==> src/rtl/bitcoin_pkg.sv <==
// bitcoin_pkg: shared FSM state type, sizing defaults, SHA256 constants and result-record layout.
//   No ports. Imported by the hash_target_check slice and by the upstream hasher.
package bitcoin_pkg;
    typedef enum logic [2:0] {IDLE, SCAN, DRAIN, WR0, WR1, FIN} state_t;
    localparam int NUM_NONCES_DEFAULT = 16;
    localparam logic [31:0] SHA256_H0 = 32'h6a09e667;
    localparam logic [31:0] SHA256_H1 = 32'hbb67ae85;
    localparam logic [31:0] SHA256_H2 = 32'h3c6ef372;
    localparam logic [31:0] SHA256_H3 = 32'ha54ff53a;
    localparam logic [31:0] SHA256_H4 = 32'h510e527f;
    localparam logic [31:0] SHA256_H5 = 32'h9b05688c;
    localparam logic [31:0] SHA256_H6 = 32'h1f83d9ab;
    localparam logic [31:0] SHA256_H7 = 32'h5be0cd19;
    localparam int FOUND_BIT = 31;
endpackage

==> src/rtl/hash_target_check_if.sv <==
// hash_target_check_if: shared-memory bus between the target checker and the hash memory.
//   master: drives mem_clk, mem_we, mem_addr, mem_write_data; samples mem_read_data.
//   slave : the memory side (one-cycle registered read).
interface hash_target_check_if;
    logic        mem_clk;
    logic        mem_we;
    logic [15:0] mem_addr;
    logic [31:0] mem_write_data;
    logic [31:0] mem_read_data;
    modport master(output mem_clk, mem_we, mem_addr, mem_write_data, input mem_read_data);
    modport slave(input mem_clk, mem_we, mem_addr, mem_write_data, output mem_read_data);
endinterface

==> src/rtl/hash_min_tracker.sv <==
// hash_min_tracker: registered running minimum and first-hit tracker over a stream of hash words.
//   in : clk, reset, clear (restart search), valid, word, index, target
//   out: found, hit_idx (first index with word < target), min_idx, min_hash
module hash_min_tracker #(
    parameter int IDX_W = 8
) (
    input  logic             clk,
    input  logic             reset,
    input  logic             clear,
    input  logic             valid,
    input  logic [31:0]      word,
    input  logic [IDX_W-1:0] index,
    input  logic [31:0]      target,
    output logic             found,
    output logic [IDX_W-1:0] hit_idx,
    output logic [IDX_W-1:0] min_idx,
    output logic [31:0]      min_hash
);
    always_ff @(posedge clk) begin
        if (reset || clear) begin
            found    <= 1'b0;
            hit_idx  <= '0;
            min_idx  <= '0;
            min_hash <= '1;
        end else if (valid) begin
            // strict compare: an equal later word keeps the earlier index
            if (word < min_hash) begin
                min_hash <= word;
                min_idx  <= index;
            end
            if (word < target && !found) begin
                found   <= 1'b1;
                hit_idx <= index;
            end
        end
    end
endmodule

==> src/rtl/hash_target_check.sv <==
// hash_target_check: scans NUM_NONCES hash words from memory, finds the first word below target
// and the minimum word, writes a 2-word result record and pulses done.
//   in : clk, reset (sync, active-high), start, hash_addr, result_addr, target
//   bus: mem (hash_target_check_if.master; mem_clk follows clk, read data returns 2 edges after address)
//   out: found, hit_idx, min_idx, min_hash, done
//   Optional: define HASH_TARGET_EARLY_EXIT_EN to stop scanning at the first hit.
module hash_target_check
    import bitcoin_pkg::*;
#(
    parameter int NUM_NONCES = NUM_NONCES_DEFAULT,
    parameter int IDX_W = 8
) (
    input  logic                       clk,
    input  logic                       reset,
    input  logic                       start,
    input  logic [15:0]                hash_addr,
    input  logic [15:0]                result_addr,
    input  logic [31:0]                target,
    hash_target_check_if.master        mem,
    output logic                       found,
    output logic [IDX_W-1:0]           hit_idx,
    output logic [IDX_W-1:0]           min_idx,
    output logic [31:0]                min_hash,
    output logic                       done
);
    localparam logic [8:0] LAST = 9'(NUM_NONCES);
    state_t state, state_n;
    logic [8:0] cnt, cnt_n;
    logic [1:0] inflight;
    logic issue, clear, stop, trk_valid, we_n;
    logic [15:0] res_q, addr_n;
    logic [31:0] target_q, wd_n;
    logic [IDX_W-1:0] sidx;

    assign mem.mem_clk = clk;
    assign clear = state == IDLE && start;
`ifdef HASH_TARGET_EARLY_EXIT_EN
    assign stop = found;
`else
    assign stop = 1'b0;
`endif
    // inflight[1] marks the word arriving this cycle; once stopped, late reads are dropped
    assign trk_valid = inflight[1] && !stop;

    hash_min_tracker #(.IDX_W(IDX_W)) u_trk (
        .clk(clk), .reset(reset), .clear(clear), .valid(trk_valid),
        .word(mem.mem_read_data), .index(sidx), .target(target_q),
        .found(found), .hit_idx(hit_idx), .min_idx(min_idx), .min_hash(min_hash)
    );

    always_comb begin
        state_n = state;
        cnt_n = cnt;
        issue = 1'b0;
        addr_n = mem.mem_addr;
        wd_n = mem.mem_write_data;
        case (state)
            IDLE: if (start) begin
                state_n = SCAN;
                cnt_n = 9'd1;
                issue = 1'b1;
                addr_n = hash_addr;
            end
            SCAN: if (stop) state_n = WR0;
                else if (cnt == LAST) state_n = DRAIN;
                else begin
                    cnt_n = cnt + 9'd1;
                    issue = 1'b1;
                    addr_n = mem.mem_addr + 16'd1;
                end
            DRAIN: if (stop || inflight == 2'b00) state_n = WR0;
            WR0: state_n = WR1;
            WR1: state_n = FIN;
            FIN: state_n = IDLE;
            default: state_n = IDLE;
        endcase
        // bus outputs are registered, so they follow the state being entered
        we_n = state_n == WR0 || state_n == WR1;
        if (state_n == WR0) begin
            addr_n = res_q;
            wd_n = 32'(hit_idx);
            wd_n[FOUND_BIT] = found;
        end
        if (state_n == WR1) begin
            addr_n = res_q + 16'd1;
            wd_n = 32'(min_idx);
        end
    end

    always_ff @(posedge clk) begin
        if (reset) begin
            state <= IDLE;
            cnt <= '0;
            inflight <= '0;
            mem.mem_we <= 1'b0;
            mem.mem_addr <= '0;
            mem.mem_write_data <= '0;
            done <= 1'b0;
            sidx <= '0;
            target_q <= '0;
            res_q <= '0;
        end else begin
            state <= state_n;
            cnt <= cnt_n;
            inflight <= state_n == WR0 ? 2'b00 : {inflight[0], issue};
            mem.mem_we <= we_n;
            mem.mem_addr <= addr_n;
            mem.mem_write_data <= wd_n;
            done <= state_n == FIN;
            sidx <= clear ? '0 : sidx + IDX_W'(trk_valid);
            if (clear) begin
                target_q <= target;
                res_q <= result_addr;
            end
        end
    end
endmodule

==> src/flat_wrapper.sv <==
// flat-port wrapper written by rule: the top's interface ports become plain ports
module hash_target_check_flat import bitcoin_pkg::*;
#(
    parameter int NUM_NONCES = NUM_NONCES_DEFAULT,
    parameter int IDX_W = 8
)
  (clk, reset, start, hash_addr, result_addr, target, found, hit_idx, min_idx, min_hash, done, mem_mem_clk, mem_mem_we, mem_mem_addr, mem_mem_write_data, mem_mem_read_data);
  hash_target_check_if mem_i ();
  input  logic clk;
  input  logic reset;
  input  logic start;
  input  logic [15:0] hash_addr;
  input  logic [15:0] result_addr;
  input  logic [31:0] target;
  output logic found;
  output logic [IDX_W-1:0] hit_idx;
  output logic [IDX_W-1:0] min_idx;
  output logic [31:0] min_hash;
  output logic done;
  output wire logic [$bits(mem_i.mem_clk)-1:0] mem_mem_clk;
  output wire logic [$bits(mem_i.mem_we)-1:0] mem_mem_we;
  output wire logic [$bits(mem_i.mem_addr)-1:0] mem_mem_addr;
  output wire logic [$bits(mem_i.mem_write_data)-1:0] mem_mem_write_data;
  input wire logic [$bits(mem_i.mem_read_data)-1:0] mem_mem_read_data;
  assign mem_mem_clk = mem_i.mem_clk;
  assign mem_mem_we = mem_i.mem_we;
  assign mem_mem_addr = mem_i.mem_addr;
  assign mem_mem_write_data = mem_i.mem_write_data;
  assign mem_i.mem_read_data = mem_mem_read_data;
  hash_target_check #(.NUM_NONCES(NUM_NONCES), .IDX_W(IDX_W)) u_core (.clk(clk), .reset(reset), .start(start), .hash_addr(hash_addr), .result_addr(result_addr), .target(target), .mem(mem_i), .found(found), .hit_idx(hit_idx), .min_idx(min_idx), .min_hash(min_hash), .done(done));
endmodule
==> config.mk <==
export PLATFORM = sky130hd
export DESIGN_NAME = hash_target_check_flat
export DESIGN_NICKNAME = d
export VERILOG_FILES = /design/src/rtl/bitcoin_pkg.sv /design/src/rtl/hash_target_check_if.sv /design/src/rtl/hash_min_tracker.sv /design/src/rtl/hash_target_check.sv /design/src/flat_wrapper.sv
export SDC_FILE = /design/constraint.sdc
export NUM_CORES = 1
export LEC_CHECK = 0
export ABC_AREA = 1
export BUFFER_PORTS_ARGS = -buffer_cell sky130_fd_sc_hd__buf_2
export CORE_MARGIN = 3
export CORE_UTILIZATION = 50
export CTS_CLUSTER_DIAMETER = 50
export CTS_CLUSTER_SIZE = 30
export DETAILED_ROUTE_END_ITERATION = 10
export PLACE_DENSITY = 0.76
export SYNTH_ARGS = -nofsm -noshare
export SYNTH_HDL_FRONTEND = slang
export SYNTH_SLANG_ARGS = --single-unit
==> constraint.sdc <==
create_clock -name clk -period 5.3 [get_ports clk]
set_clock_uncertainty 0.05 [all_clocks]
set_input_delay 0.265 -clock clk [delete_from_list [all_inputs] [get_ports clk]]
set_output_delay 0.265 -clock clk [all_outputs]
set_load 0.005 [all_outputs]
==> results.tsv, run 1 <==
stage	metric	value	unit
run_status	status	finished clean	
timing	rsz0062_at_grt	no	
timing	hold_viol_final	0	
layout	stdcell_count	1577	
floorplan	die_width	133	µm
placement	placed_area	8930	µm²
clock_tree	clkLatencyLatePin	0.54	ns
critical_path	cp_slowest_cell	clkbuf_16	
floorplan	initial_core_util	0.520	
critical_path	critPathCaptureType	output port	
placement	placedCellCount	1468	
critical_path	cp-start-kind	clock port	
global_routing	first_global_vias	7912	
layout	fillCellCount	1284	
layout	syn_to_final_growth	29.3	%
floorplan	die_area	17700	µm²
synth	yosys_warnings	0	
synth	syn_area	8050	µm²
global_routing	antenna_found_initial	0	
clock_tree	cts_resized	0	
global_routing	grt_pass1_wl	37.9	mm
routing	drt_wl_total	22.8	mm
critical_path	crit_top_cell	clkbuf_16	
routing	route.detailed.drc	0	
floorplan	die_y	133	µm
critical_path	slowest_delay	0.13	ns
timing	fin_setup_tns	0	ns
critical_path	cp.required	4.99	ns
critical_path	r2r_slack	2.31	ns
power	vdd.ir_drop.worst	0.296	mV
routing	via_per_inst	5.25	
clock_tree	cts_tree	done	
placement	gp_congestion	0.833	
timing	worst_pin_slew	0.984	ns
critical_path	cp-endpoint	mem_mem_clk	
min_path	worstHoldPathType	in -> reg	
critical_path	timing.rr.end	u_core.u_trk.min_idx[4]	
placement	port_buffers	175	
layout	nNetsFinal	1520	
clock_tree	cts_setup_buffers	0	
global_routing	track_usage	0.260	
clock_tree	hold_buffers	73	
routing	vias	8279	
timing	maxSlewViolCount	0	
routing	wl_per_cell	14.5	µm
routing	drt_pass1_iterations	5	
layout	final_layout_size_suffix_gt1_frac	0.173	
floorplan	num_rows	45	
layout	final_cell_mix	nand2_1 (188), buf_2 (175), dfxtp_1 (146)	
critical_path	path_max_fanout	2	
global_routing	grt_start_max_net_pins	95	
synth	syn_inst	1127	
layout	postLayoutCellArea	10400	µm²
placement	post-place-ws	2.23	ns
layout	multi_input_area	4280	µm²
critical_path	r2r_start	u_core.u_trk.min_hash[3]	
critical_path	cp-startpoint	clk	
critical_path	crit_chain	clkbuf_16 -> clkbuf_16 -> buf_2	
run	maxCapViolations	0	
placement	dp_hpwl	15.3	mm
timing	whs	0.00152	ns
critical_path	reg2regPathDepth	14	
routing	ant_nets	0	
timing	setup_ws	1.98	ns
layout	regArea	2920	µm²
layout	utilization	0.672	
critical_path	cp.arrival	3.01	ns
floorplan	num_io_pins	199	
timing	final-setup-viol-count	0	
clock_tree	path_clk_slew	0.06	ns
floorplan	core	15500	µm²
power	powerDensity	301	nW/µm²
synth	postSynthAreaPerCell	7.14	µm²
layout	diodes	0	
critical_path	critical_path_class	clk -> out	
power	power.total	3.13	mW
timing	slew_headroom	0.342	
power	leakagePower	5.13	nW
layout	final_common_cell	nand2_1	
synth	synth.ff_latch_count	146	
synth	synth.distinct_cells	41	
global_routing	overflow	0	
routing	drt_iter0_drc	578	
synth	ys_seq_area_frac	0.363	
## synthesized netlist by cell type, drive strengths merged
cell type    n  area share
nand2      189       0.088
inv        149       0.069
dfxtp      146        0.36
a21oi      121       0.075
nand3      117       0.073
o21ai       96       0.060
nor2        84       0.043
ha          68        0.11
buf         37       0.031
clkbuf      34       0.016
nor3        13       0.010
nand4       11      0.0086
a31oi       10      0.0078
o211ai       9      0.0084
xor2         7      0.0076
a211oi       5      0.0047
a22oi        4      0.0037
nor3b        4      0.0037
or2          4      0.0031
o21bai       3      0.0028
and3         2      0.0016
nor4         2      0.0016
o21a         2      0.0019
o221ai       2      0.0022
xnor2        2      0.0022
a21o         1     0.00093
a41oi        1      0.0011
and2         1     0.00078
conb         1     0.00047
mux2i        1      0.0012
o311ai       1      0.0011
## layer usage
layer | up-vias | track usage | wire (µm)
li1 | 4161 | - | -
met1 | 3794 | 0.335 | 10200
met2 | 286 | 0.427 | 10700
met3 | 38 | 0.0601 | 1480
met4 | 0 | 0.0935 | 481
met5 | - | 0 | 0
## logic make-up (layout without fill, tap and decap cells)
group                      count (synthesis)  after routing  share of synthesized area
and+or+nand+nor                          427            427                      0.234
AOI/OAI and AO/OA                        255            255                      0.169
buffers and inverters                    220            437                      0.116
DFF                                      146            146                      0.363
adders and majority gates                 68             68                      0.106
xor gates and xnor gates                   9              9                    0.00979
other                                      1             23                   0.000466
muxes                                      1              1                    0.00124
## where the power goes
group	total [mW]	leakage, nW	switching [mW]	internal (mW)
logic	0.458	3.58	0.262	0.196
registers	1.21	1.20	0.0486	1.16
clock network	1.47	0.352	0.506	0.960
total	3.13	5.13	0.817	2.32
## flip-flops by register name, indices dropped and copies added (netlist names)
register                   count
u_core.res_q                  16
u_core.u_trk.min_hash         32
u_core.mem.mem_write_data      9
u_core.cnt                     9
u_core.mem.mem_addr           16
u_core.u_trk.hit_idx           8
u_core.sidx                    8
u_core.inflight                2
u_core.done                    1
u_core.state                   3
u_core.u_trk.found             1
u_core.target_q               32
u_core.mem.mem_we              1
u_core.u_trk.min_idx           8
## final cells by class
class                           count  area share
Multi-Input combinational cell    783       0.411
Tap cell                          211      0.0254
Timing Repair Buffer              252       0.158
Clock inverter                     13      0.0200
Sequential cell                   146       0.281
Clock buffer                       23      0.0512
Inverter                          149      0.0537
## worst min-delay path by stage
| stage | from | to | slack (ns) | cells past startpoint |
|---|---|---|---|---|
| finish | mem_mem_read_data[13] | u_core.u_trk.min_hash[13] | 0.002 | 3 |
| global route | target[1] | u_core.target_q[1] | 0.02 | 3 |
| CTS | result_addr[11] | u_core.res_q[11] | 0.0005 | 3 |
| detailed placement | clk | mem_mem_clk | 0.30 | 1 |
| global placement | clk | mem_mem_clk | 0.30 | 1 |
| floorplan | reset | u_core.mem.mem_write_data[0] | 0.28 | 1 |
## worst max-delay path: cells and delay by family
family	cells	cell delay (ns)
buffers and inverters	3	0.36
No activity file was read; power rests on OpenSTA's default activity.
==> inputs of run 2 (changes only) <==
clock period = 3.5 ns   (was 5.3 ns; I/O delays follow)
==> results.tsv, run 2 (synthesized netlist as in run 1, its figures left out) <==
stage	metric	value	unit	change
global_routing	overflow	0		unchanged
power	swShare	0.275		was 0.261
global_routing	antenna_found_initial	1		was 0
layout	postLayoutCellArea	10500	µm²	was 10400 µm²
timing	slew_headroom	0.426		was 0.342
routing	drt_wl_total	23.2	mm	was 22.8 mm
critical_path	path_delay_family	buffers and inverters		unchanged
critical_path	critical_path_class	reg -> reg		was clk -> out
floorplan	die_area	17700	µm²	unchanged
routing	wl_per_cell	14.6	µm	was 14.5 µm
routing	via_per_inst	5.25		about the same
placement	dp_hpwl	15.4	mm	was 15.3 mm
power	seqPwrFrac	0.406		was 0.386
timing	maxSlewViolCount	0		unchanged
clock_tree	cts_tree	done		unchanged
clock_tree	cts_resized	0		unchanged
layout	final_cell_mix	nand2_1 (188), buf_2 (175), dfxtp_1 (146)		unchanged
critical_path	reg2regPathDepth	10		was 14
placement	port_buffers	175		unchanged
floorplan	initial_core_util	0.520		unchanged
power	p_int	3.27	mW	was 2.32 mW
global_routing	grt_pass1_wl	37.9	mm	about the same
clock_tree	clkLatencyLatePin	0.53	ns	was 0.54 ns
routing	vias	8359		was 8279
placement	gp_congestion	0.834		was 0.833
floorplan	num_io_pins	199		unchanged
clock_tree	path_clk_slew	0.06	ns	about the same
critical_path	crit_chain	inv_1 -> nand2_2 -> inv_1 -> nand2_1 -> nor2_2 -> inv_2 -> nand2_1 -> inv_2 -> o21ai_0 -> a21oi_1		was clkbuf_16 -> clkbuf_16 -> buf_2
timing	period_share	0.727		
global_routing	track_usage	0.261		was 0.260
critical_path	cp-start-kind	flip-flop		was clock port
routing	drt_pass1_iterations	7		was 5
layout	syn_to_final_growth	30.1	%	was 29.3%
global_routing	grt_start_max_net_pins	95		unchanged
critical_path	crit_buf_inv	4		was 3
timing	final-setup-viol-count	0		unchanged
critical_path	path_depth	10		was 3
timing	hold_viol_final	0		unchanged
clock_tree	hold_buffers	85		was 73
timing	worst_pin_slew	0.861	ns	was 0.984 ns
layout	fillCellCount	1306		was 1284
floorplan	die_y	133	µm	unchanged
layout	final_common_cell	nand2_1		unchanged
timing	max_freq	393	MHz	
critical_path	path_max_fanout	44		was 2
global_routing	first_global_vias	7920		was 7912
run_status	status	finished clean		unchanged
critical_path	slowest_delay	0.80	ns	was 0.13 ns
routing	drt_iter0_drc	611		was 578
routing	ant_nets	0		unchanged
floorplan	num_rows	45		unchanged
critical_path	cp.arrival	2.96	ns	was 3.01 ns
timing	fin_setup_tns	0	ns	unchanged
placement	placed_area	8960	µm²	was 8930 µm²
run	maxCapViolations	0		unchanged
power	power.switching	1.24	mW	was 817 µW
power	comb_power_share	0.156		was 0.146
critical_path	cp.required	3.91	ns	was 4.99 ns
min_path	worstHoldPathType	in -> reg		unchanged
floorplan	core	15500	µm²	unchanged
timing	rsz0062_at_grt	no		unchanged
power	leakagePower	5.15	nW	was 5.13 nW
layout	nNetsFinal	1535		was 1520
critical_path	cp_slowest_cell	inv_2		was clkbuf_16
routing	route.detailed.drc	0		unchanged
min_path	min_path_cells	5		was 3
timing	period_minus_slack	2.54	ns	
layout	final_layout_size_suffix_gt1_frac	0.174		was 0.173
power	clkPwrFrac	0.438		was 0.468
clock_tree	cts_setup_buffers	0		unchanged
power	powerDensity	430	nW/µm²	was 301 nW/µm²
layout	reg_top3	u_core.target_q: 32 flops, u_core.u_trk.min_hash: 32 flops		unchanged
power	vdd.ir_drop.worst	0.333	mV	was 0.296 mV
critical_path	critPathCaptureType	flip-flop		was output port
floorplan	die_width	133	µm	unchanged
==> run 2: power groups by stage <==
stage | Sequential, mW | Combinational (mW) | Clock, mW
CTS | 1.83 | 0.696 | 2.01
global route | 1.84 | 0.804 | 2.09
global placement | 1.86 | 0.601 | 0.0124
detailed placement | 1.86 | 0.618 | 0.0124
finish | 1.83 | 0.703 | 1.97
floorplan | 1.85 | 0.428 | 0.0185
==> run 2: stage by stage <==
| step | power (mW) | hold slack, ns | utilization | setup WS (ns) | instances |
|---|---|---|---|---|---|
| 2_1_floorplan | 2.30 | 0.194 | - | 1.41 | 1149 |
| 3_3_place_gp | 2.48 | 0.208 | 0.579 | 1.08 | 1472 |
| 3_5_place_dp | 2.49 | 0.208 | 0.579 | 1.00 | 1472 |
| 4_1_cts | 4.53 | 0.00299 | 0.676 | 0.972 | 1592 |
| 5_1_grt | 4.73 | 0.00666 | 0.676 | 0.614 | 1593 |
| 6_report | 4.51 | 0.0133 | 0.676 | 0.956 | 1593 |
==> run 2: final timing paths <==
check / slack [ns] / start / endpoint
setup reg to reg: 0.96 / u_core.state[2] / u_core.cnt[4]
hold / removal: 0.01 / hash_addr[2] / u_core.mem.mem_addr[2]
setup / recovery: 0.96 / u_core.state[2] / u_core.cnt[4]
hold reg to reg: 0.39 / u_core.inflight[0] / u_core.inflight[1]
==> run 2: layer usage <==
metal  GRT usage  wire length (µm)  vias up
li1            -                 -     4182
met1       0.340             10300     3829
met2       0.424             10900      311
met3      0.0578              1520       37
met4      0.0970               477        0
met5           0                 0        -
==> run 2: tightest hold or removal path, stage by stage <==
cell      delay, ns
buf_2          0.09
nand2_1        0.06
nand3_1        0.08
o211ai_1       0.08
a21oi_1        0.07
==> run 2: final cells by class <==
type	instances	area, µm²	area share
clock buffer	21	505	0.0483
clock inverter	15	159	0.0152
timing repair buffer	267	1780	0.170
antenna	1	2.50	0.000239
inverter	149	559	0.0534
multi-input combinational	783	4280	0.409
tap	211	264	0.0252
sequential	146	2920	0.279
==> inputs of run 3 (changes only) <==
ABC_AREA = 0   (was 1)
clock period = 2.6 ns   (was 3.5 ns; I/O delays follow)
==> results.tsv, run 3 <==
stage	metric	value	unit	change
layout	utilization	0.691		was 0.676
critical_path	r2r_slack	0.07	ns	was 0.96 ns
layout	final_layout_size_suffix_gt1_frac	0.192		was 0.174
timing	max_freq	396	MHz	was 393 MHz
layout	syn_to_final_growth	33.0	%	was 30.1%
floorplan	core	15500	µm²	unchanged
synth	syn_area	8040	µm²	was 8050 µm²
critical_path	cp_slowest_cell	dfxtp_1		was inv_2
synth	synthArstFlopShare	0		unchanged
clock_tree	cts_tree	done		unchanged
floorplan	die_area	17600	µm²	was 17700 µm²
global_routing	overflow	0		unchanged
synth	synth_compound_area_frac	0.157		was 0.169
clock_tree	path_clk_slew	0.06	ns	about the same
power	leakagePower	4.81	nW	was 5.15 nW
timing	maxSlewViolCount	0		unchanged
min_path	worstHoldEndpoint	u_core.mem.mem_addr[3]		was u_core.mem.mem_addr[2]
timing	final-setup-viol-count	0		unchanged
synth	yosys_warnings	0		unchanged
synth	synth-edff-count	0		unchanged
clock_tree	clkLatencyLatePin	0.53	ns	about the same
timing	fin_setup_tns	0	ns	unchanged
global_routing	track_usage	0.265		was 0.261
critical_path	cp.arrival	2.86	ns	was 2.96 ns
routing	wl_per_cell	16.1	µm	was 14.6 µm
synth	ys.flop_type	dfxtp_1		unchanged
placement	port_buffers	175		unchanged
synth	synth_common_cells	nand2_1 (166), dfxtp_1 (146), nand3_1 (93)		was nand2_1 (188), dfxtp_1 (146), inv_1 (141)
synth	synthSimpleGateAreaFrac	0.230		was 0.234
critical_path	crit_chain	inv_1 -> ha_1 -> nand4_1 -> nor2_1 -> nand3_1 -> a41o_1 -> buf_4 -> nand3_1 -> nand3_1		was inv_1 -> nand2_2 -> inv_1 -> nand2_1 -> nor2_2 -> inv_2 -> nand2_1 -> inv_2 -> o21ai_0 -> a21oi_1
min_path	worstHoldPathType	in -> reg		unchanged
global_routing	antenna_found_initial	1		unchanged
timing	period_minus_slack	2.53	ns	was 2.54 ns
global_routing	first_global_vias	7899		was 7920
floorplan	num_io_pins	199		unchanged
clock_tree	cts_setup_buffers	0		unchanged
timing	hold_viol_final	0		unchanged
critical_path	slowest_delay	0.38	ns	was 0.80 ns
routing	drt_iter0_drc	506		was 611
floorplan	die_width	133	µm	about the same
synth	ys_top_cells_by_area	dfxtp_1 (36%), ha_1 (11%), nand2_1 (7.8%)		was dfxtp_1 (36%), ha_1 (11%), nand2_1 (8.8%)
routing	ant_nets	0		unchanged
layout	reg_top3	u_core.target_q: 32 flops, u_core.u_trk.min_hash: 32 flops		unchanged
synth	yosysMostFrequentCell	nand2_1		unchanged
layout	postLayoutCellArea	10700	µm²	was 10500 µm²
placement	placedCellCount	1362		was 1472
critical_path	timing.rr.end	u_core.u_trk.min_hash[7]		was u_core.cnt[4]
timing	whs	0.0206	ns	was 0.0133 ns
critical_path	cp-start-kind	flip-flop		unchanged
min_path	min_path_cells	5		unchanged
critical_path	critPathCaptureType	flip-flop		unchanged
run_status	status	finished clean		unchanged
timing	rsz0062_at_grt	no		unchanged
floorplan	die_y	133	µm	about the same
synth	synth_xor_xnor_area_share	0.0338		was 0.00979
routing	route.detailed.drc	0		unchanged
synth	synth.distinct_cells	58		was 41
synth	postSynthAreaPerCell	7.94	µm²	was 7.14 µm²
synth	synthAdderAreaFrac	0.106		about the same
placement	gp_congestion	0.936		was 0.834
synth	syn_inst	1013		was 1127
critical_path	path_delay_family	simple AND/OR/NAND/NOR gates		was buffers and inverters
routing	drt_wl_total	23.8	mm	was 23.2 mm
placement	placed_area	9050	µm²	was 8960 µm²
run	maxCapViolations	0		unchanged
timing	worst_pin_slew	0.685	ns	was 0.861 ns
routing	vias	8206		was 8359
placement	dp_hpwl	15.6	mm	was 15.4 mm
routing	via_per_inst	5.54		was 5.25
critical_path	critical_path_class	reg -> reg		unchanged
synth	synth.mux.area_fraction	0.0226		was 0.00124
synth	synth.ff_latch_count	146		unchanged
global_routing	grt_start_max_net_pins	84		was 95
layout	final_cell_mix	buf_2 (175), nand2_1 (166), dfxtp_1 (146)		was nand2_1 (188), buf_2 (175), dfxtp_1 (146)
synth	synth_top_family_by_area	simple AND/OR/NAND/NOR gates		unchanged
power	vdd.ir_drop.worst	0.579	mV	was 0.333 mV
routing	drt_pass1_iterations	5		was 7
timing	period_share	0.972		was 0.727
min_path	min_from	hash_addr[3]		was hash_addr[2]
critical_path	crit_buf_inv	2		was 4
critical_path	crit_top_cell	nand3_1		
layout	nNetsFinal	1425		was 1535
layout	final_common_cell	buf_2		was nand2_1
synth	synth_top_area_frac	0.364		was 0.363
synth	ys_seq_area_frac	0.364		was 0.363
timing	slew_headroom	0.541		was 0.426
power	powerDensity	615	nW/µm²	was 430 nW/µm²
layout	stdcell_count	1482		was 1593
floorplan	num_rows	45		unchanged
critical_path	cp.required	2.93	ns	was 3.91 ns
floorplan	initial_core_util	0.519		was 0.520
critical_path	reg2regPathDepth	9		was 10
critical_path	r2r_start	u_core.u_trk.min_hash[30]		was u_core.state[2]
synth	synth.largest_area_cell	dfxtp_1		unchanged
critical_path	path_max_fanout	20		was 44
global_routing	grt_pass1_wl	38.5	mm	was 37.9 mm
[run 3: layer usage]
metal | share of wire | GRT usage | vias up
li1 | - | - | 3974
met1 | 0.41 | 0.320 | 3801
met2 | 0.49 | 0.461 | 377
met3 | 0.076 | 0.0612 | 54
met4 | 0.024 | 0.0918 | 0
met5 | 0 | 0 | -
[run 3: cell type report]
cell class	instances	area [µm²]
timing repair buffer	282	1930
clock buffer	21	505
inverter	71	267
tap	211	264
sequential	146	2920
multi-input combinational	736	4510
fill	1184	4790
antenna	1	2.50
clock inverter	14	284
[run 3: worst min-delay path, cell delays in order]
cell and delay [ns]:
buf_2 0.10, nand2_1 0.05, nand3_1 0.09, o2111ai_1 0.12, a21oi_1 0.07
[run 3: per-stage QoR]
stage | setup WS (ns) | power (mW)
6_report | 0.0725 | 6.58
5_1_grt | 0.0143 | 6.81
3_5_place_dp | 0.174 | 3.29
3_3_place_gp | 0.238 | 3.27
2_1_floorplan | 0.300 | 3.01
4_1_cts | 0.150 | 6.58
[run 3: cells by family after synthesis]
kind of cell | count (synthesis)
simple gates | 394
fa+ha+maj | 68
other cells | 1
xor+xnor | 31
buf+inv | 153
compound gates | 202
flops | 146
mux | 18
[run 3: timing repair]
item	CTS	global route
setup endpoints to repair	0	1
hold buffers	85	0
hold endpoints to repair	85	0
resized for setup	0	1
[run 3: worst max path at each step]
stage,cells past startpoint,to,startpoint,slack [ns]
after floorplan,8,u_core.u_trk.min_idx[0],u_core.u_trk.min_hash[19],0.30
after detailed placement,8,u_core.u_trk.min_idx[6],u_core.u_trk.min_hash[23],0.17
final,9,u_core.u_trk.min_hash[7],u_core.u_trk.min_hash[30],0.07
after global routing,9,u_core.u_trk.min_hash[7],u_core.u_trk.min_hash[30],0.01
after CTS,8,u_core.u_trk.min_idx[0],u_core.u_trk.min_hash[23],0.15
after global placement,8,u_core.u_trk.found,u_core.target_q[31],0.24
[run 3: power by group]
group | switching (mW) | internal, mW | total (mW)
combinational | 0.487 | 0.425 | 0.913
sequential | 0.107 | 2.34 | 2.45
clock | 1.02 | 2.20 | 3.21
total | 1.61 | 4.96 | 6.58
